File: src/rtl/ibex_lsm_mask_ctrl.sv
// ibex_lsm_mask_ctrl
//   Load-store-mask controller for the secure load/store path. It owns the
//   four LSMSEED CSRs (12'h800..12'h803). On a mask request it steps the
//   selected seed through a Galois LFSR NumSteps times. It then presents
//   the result to the LSU with a valid/ack handshake.
//
// Ports
//   clk_i, rst_i      clock, synchronous active-high reset
//   csr_we_i          CSR write strobe
//   csr_addr_i        CSR address
//   csr_wdata_i       CSR write data
//   csr_hit_o         address is one of the LSMSEED CSRs (combinational)
//   csr_rdata_o       selected seed on a hit, else 0 (combinational)
//   mask_req_i        mask request from the secure LSU
//   mask_seed_sel_i   seed index for the request
//   mask_gnt_o        request accepted (combinational, IDLE only)
//   mask_valid_o      mask_o holds a fresh mask
//   mask_o            generated mask
//   mask_ack_i        LSU consumed the mask
//   flush_i           abort the in-flight request
module ibex_lsm_mask_ctrl #(
    parameter int unsigned NumSteps   = 2,
    parameter logic [31:0] LfsrPoly   = 32'hB400_0000,
    parameter logic [31:0] SeedRstVal = 32'h1F2E_3D4C
) (
    input  logic        clk_i,
    input  logic        rst_i,
    input  logic        csr_we_i,
    input  logic [11:0] csr_addr_i,
    input  logic [31:0] csr_wdata_i,
    output logic        csr_hit_o,
    output logic [31:0] csr_rdata_o,
    input  logic        mask_req_i,
    input  logic [1:0]  mask_seed_sel_i,
    output logic        mask_gnt_o,
    output logic        mask_valid_o,
    output logic [31:0] mask_o,
    input  logic        mask_ack_i,
    input  logic        flush_i
);

    if ((NumSteps < 1) || (NumSteps > 15)) begin : g_bad_num_steps
        $error("ibex_lsm_mask_ctrl: NumSteps must be in 1..15");
    end

    typedef enum logic [1:0] {
        IDLE,
        GEN,
        VALID
    } state_e;

    state_e      state_q, state_d;
    logic [31:0] seed_q [4];
    logic [3:0]  cnt_q;
    logic [1:0]  sel_q;
    logic [31:0] mask_q;

    logic        csr_wr;
    logic [31:0] wdata_nz;
    logic [31:0] step_val;
    logic        collide;
    logic [31:0] gen_val;
    logic        last_step;

    function automatic logic [31:0] lfsr_step(input logic [31:0] s);
        return (s >> 1) ^ (s[0] ? LfsrPoly : '0);
    endfunction

    assign csr_hit_o   = (csr_addr_i[11:2] == 10'h200);
    assign csr_rdata_o = csr_hit_o ? seed_q[csr_addr_i[1:0]] : '0;
    assign csr_wr      = csr_we_i & csr_hit_o;
    // An all-zero seed would lock the LFSR, so zero is stored as one.
    assign wdata_nz    = (csr_wdata_i == '0) ? 32'h0000_0001 : csr_wdata_i;

    assign step_val  = lfsr_step(seed_q[sel_q]);
    // A CSR write to the seed being stepped wins over the step that cycle.
    assign collide   = csr_wr && (csr_addr_i[1:0] == sel_q) && (state_q == GEN);
    assign gen_val   = collide ? wdata_nz : step_val;
    assign last_step = (state_q == GEN) && (cnt_q == '0);

    assign mask_valid_o = (state_q == VALID);
    assign mask_o       = mask_q;

    always_comb begin
        state_d    = state_q;
        mask_gnt_o = 1'b0;
        unique case (state_q)
            IDLE: begin
                if (mask_req_i && !flush_i) begin
                    mask_gnt_o = 1'b1;
                    state_d    = GEN;
                end
            end
            GEN: begin
                if (flush_i) begin
                    state_d = IDLE;
                end else if (cnt_q == '0) begin
                    state_d = VALID;
                end
            end
            VALID: begin
                if (flush_i || mask_ack_i) begin
                    state_d = IDLE;
                end
            end
            default: state_d = IDLE;
        endcase
    end

    always_ff @(posedge clk_i) begin
        if (rst_i) begin
            state_q <= IDLE;
            cnt_q   <= '0;
            sel_q   <= '0;
            mask_q  <= '0;
            for (int unsigned i = 0; i < 4; i++) begin
                seed_q[i] <= SeedRstVal ^ 32'(i);
            end
        end else begin
            state_q <= state_d;

            if (mask_gnt_o) begin
                sel_q <= mask_seed_sel_i;
                cnt_q <= 4'(NumSteps - 1);
            end else if ((state_q == GEN) && (cnt_q != '0)) begin
                cnt_q <= cnt_q - 4'd1;
            end

            // Steps are committed to the seed even if the request is later flushed.
            for (int unsigned i = 0; i < 4; i++) begin
                if (csr_wr && (csr_addr_i[1:0] == 2'(i))) begin
                    seed_q[i] <= wdata_nz;
                end else if ((state_q == GEN) && (sel_q == 2'(i))) begin
                    seed_q[i] <= step_val;
                end
            end

            if (last_step && !flush_i) begin
                mask_q <= gen_val;
            end
        end
    end

endmodule

File: config.mk
export PLATFORM = sky130hd
export DESIGN_NAME = ibex_lsm_mask_ctrl
export DESIGN_NICKNAME = d
export VERILOG_FILES = /design/src/rtl/ibex_lsm_mask_ctrl.sv
export SDC_FILE = /design/constraint.sdc
export NUM_CORES = 1
export LEC_CHECK = 0
export ABC_AREA = 1
export CELL_PAD_IN_SITES_DETAIL_PLACEMENT = 1
export CELL_PAD_IN_SITES_GLOBAL_PLACEMENT = 1
export CORE_MARGIN = 2
export CORE_UTILIZATION = 30
export CTS_BUF_LIST = sky130_fd_sc_hd__clkbuf_8
export CTS_CLUSTER_SIZE = 40
export DETAILED_ROUTE_END_ITERATION = 10
export PLACE_DENSITY = 0.71
export SETUP_SLACK_MARGIN = 0.15
export SYNTH_ARGS = -nofsm -noshare
export SYNTH_HDL_FRONTEND = slang
export SYNTH_SLANG_ARGS = --single-unit
File: constraint.sdc
create_clock -name clk_i -period 5.2 [get_ports clk_i]
set_clock_uncertainty 0.1 [all_clocks]
set_input_delay 1.56 -clock clk_i [delete_from_list [all_inputs] [get_ports clk_i]]
set_output_delay 1.56 -clock clk_i [all_outputs]
set_load 0.01 [all_outputs]
==> results.json <==
{
  "leakage_nw": 5.30,
  "clk_pin_slew_worst_paths_ns": 0.10,
  "cp.arrival_ns": 3.21,
  "first_pass_iters": 5,
  "drive_above_1_share_pct": 7.94,
  "vias": 10640,
  "syn_nets": 1473,
  "clkLatencyLatePin_ns": 0.48,
  "cp-end-kind": "output port",
  "max-cap-violations": 0,
  "finalNonFillerCells": 1984,
  "yosysUniqueCellTypes": 36,
  "area_growth_pct": 22.2,
  "regArea_um2": 4690,
  "outcome": "finished, final reports clean",
  "layout_common_cells": "449 x nand2_1, 185 x nor2_1, 162 x nand3_1",
  "fmax_mhz": 205,
  "path_cells": "clkdlybuf4s50_1 -> nor2_2 -> nand3_1 -> nor2_2 -> nand2_2 -> buf_6 -> a31oi_1 -> dlygate4sd2_1",
  "n_antenna_cell": 0,
  "hp-class": "reg -> reg",
  "post-route-min-period_ns": 4.87,
  "antenna_left": 0,
  "final-max-slew-violation-count": 0,
  "viasPerCell": 5.36,
  "die_h_um": 189,
  "worst_pin_slew_ns": 1.19,
  "drt_iter0_markers": 859,
  "n_fill_cell": 4167,
  "dieArea_um2": 35900,
  "ir_drop_v": 0.000149,
  "hold_viol": 0,
  "synth-seq-cells": 170,
  "whs_ns": 0.412,
  "cp_common_cell": "nor2_2",
  "die_x_um": 189,
  "crit_path_max_fanout": 21,
  "synth_seq_area_share_pct": 45.4,
  "drcViolationCount": 0,
  "fin_nets": 1576,
  "wl_per_cell_um": 21.8,
  "yosysWarnings": 0,
  "start_util_pct": 30.6,
  "cts_tree": "yes",
  "crit_type": "in -> out",
  "clockBufferDepth": 2,
  "final_common_cell": "nand2_1",
  "dp.final_hpwl_um": 29800,
  "numPortBuffers": 118,
  "setup_viol": 0,
  "rows": 67,
  "design.core.area_um2": 33700,
  "rsz0062_at_grt": "false",
  "crit_path_start_kind": "input port",
  "powerDensity_nw_per_um2": 235,
  "synth-edff-count": 128,
  "grt.total_usage_pct": 24.2,
  "pin_count": 119,
  "grt_max_degree": 69,
  "clock-sinks": 170,
  "hold_buffers": 0,
  "multi_input_area_um2": 4650,
  "clockRootBuffer": "clkbuf_8",
  "dp.cells": 1952,
  "antenna_found_initial": 1,
  "first_global_vias": 10827,
  "power_mw": 2.97,
  "drt_wl_total_um": 43200,
  "numCtsBuffers": 17,
  "h-tree-depth": 4,
  "synth_area_um2": 10300,
  "relSlewSlack_pct": 20.3,
  "cp_slowest_cell": "clkdlybuf4s50_1",
  "avgSynthCellArea_um2": 7.26,
  "synth_cells": 1420,
  "timing.final.crit_share_pct": 93.7,
  "critPathRequiredTime_ns": 3.54,
  "grt-ovfl-total": 0,
  "synthArstFlopShare_pct": 0,
  "cpPeakStageDelay_ns": 0.41,
  "gp_congestion": 0.902,
  "yosys_most_used_dff": "edfxtp_1",
  "grt_first_pass_wirelength_um": 65000
}
## cell families after synthesis
| group | synth area share [%] |
|---|---|
| fa+ha+maj | 0.121 |
| buf+inv | 9.70 |
| compound gates | 10.7 |
| simple gates | 34.0 |
| xor+xnor | 0.0849 |
| flops | 45.4 |
## layer usage
layer | up-vias | GRT usage (%) | part of all wire [%]
met5 | - | 0 | 0.025
met1 | 5142 | 31.7 | 43
met4 | 2 | 9.33 | 2.8
li1 | 4884 | - | -
met3 | 80 | 6.10 | 9.8
met2 | 532 | 38.2 | 45
## area by class of cell
type	count	area share (%)
repair buffers	175	14.0
multi-input cells	1009	36.9
inverters	150	4.48
clock buffers	17	1.86
clock inverters	15	1.13
well taps	448	4.45
flip-flops and latches	170	37.2
## through the flow
| stage | cell area (um2) | utilization (%) | setup slack, ns | setup TNS, ns |
|---|---|---|---|---|
| floorplan | 10300 | - | 0.886 | 0 |
| global placement | 12200 | 36.3 | -0.0934 | -0.399 |
| detailed placement | 12200 | 36.3 | -0.104 | -0.676 |
| CTS | 12600 | 37.3 | 0.102 | 0 |
| global route | 12600 | 37.4 | 0.254 | 0 |
| finish | 12600 | 37.4 | 0.327 | 0 |
## timing repair
action,in CTS,in global routing
gates resized for setup,27,11
endpoints found under the setup margin,32,11
endpoints found under the hold margin,0,0
gates cloned,0,0
buffers inserted,0,0
## worst paths after layout
| check | start | end | slack (ns) | cells after the start |
|---|---|---|---|---|
| hold / removal | cnt_q[0] | cnt_q[0] | 0.41 | 2 |
| setup reg to reg | flip-flop | seed_q[1][14] | 2.23 | 7 |
| setup / recovery | csr_addr_i[9] | csr_rdata_o[3] | 0.33 | 8 |
| hold reg to reg | cnt_q[0] | cnt_q[0] | 0.41 | 2 |
## synth_stat cells, types with 18 or more instances
cell type  number  area share, %
inv_1         140            5.1
buf_2          40            1.9
clkbuf_1       39            1.4
edfxtp_1      128             37
a31oi_1        29            1.8
nand3_1       162            7.9
nand2_1       450             16
o211ai_1       46            3.3
nor2_1        186            6.8
a22oi_1        28            2.0
a21oi_1        22            1.1
o21ai_0        33            1.6
dfxtp_1        42            8.2
nand4_1        18            1.1
## worst max-delay path: cells and delay by family
family	cells	cell delay [ns]
buffers and inverters	3	0.94
and+or+nand+nor	4	0.47
AOI/OAI and AO/OA	1	0.23
## report_power, final
| part | switching [mW] | internal [mW] | total (mW) |
|---|---|---|---|
| logic | 0.340 | 0.161 | 0.502 |
| clock network | 0.559 | 0.388 | 0.947 |
| registers | 0.0235 | 1.49 | 1.52 |
| total | 0.923 | 2.04 | 2.97 |
## state kept, by name, indices dropped and copies added, names as in the netlist, named ones only
register,count
cnt_q,4
mask_o,32
seed_q,128
sel_q,2
state_q,2
No activity file was read; power rests on OpenSTA's default activity.
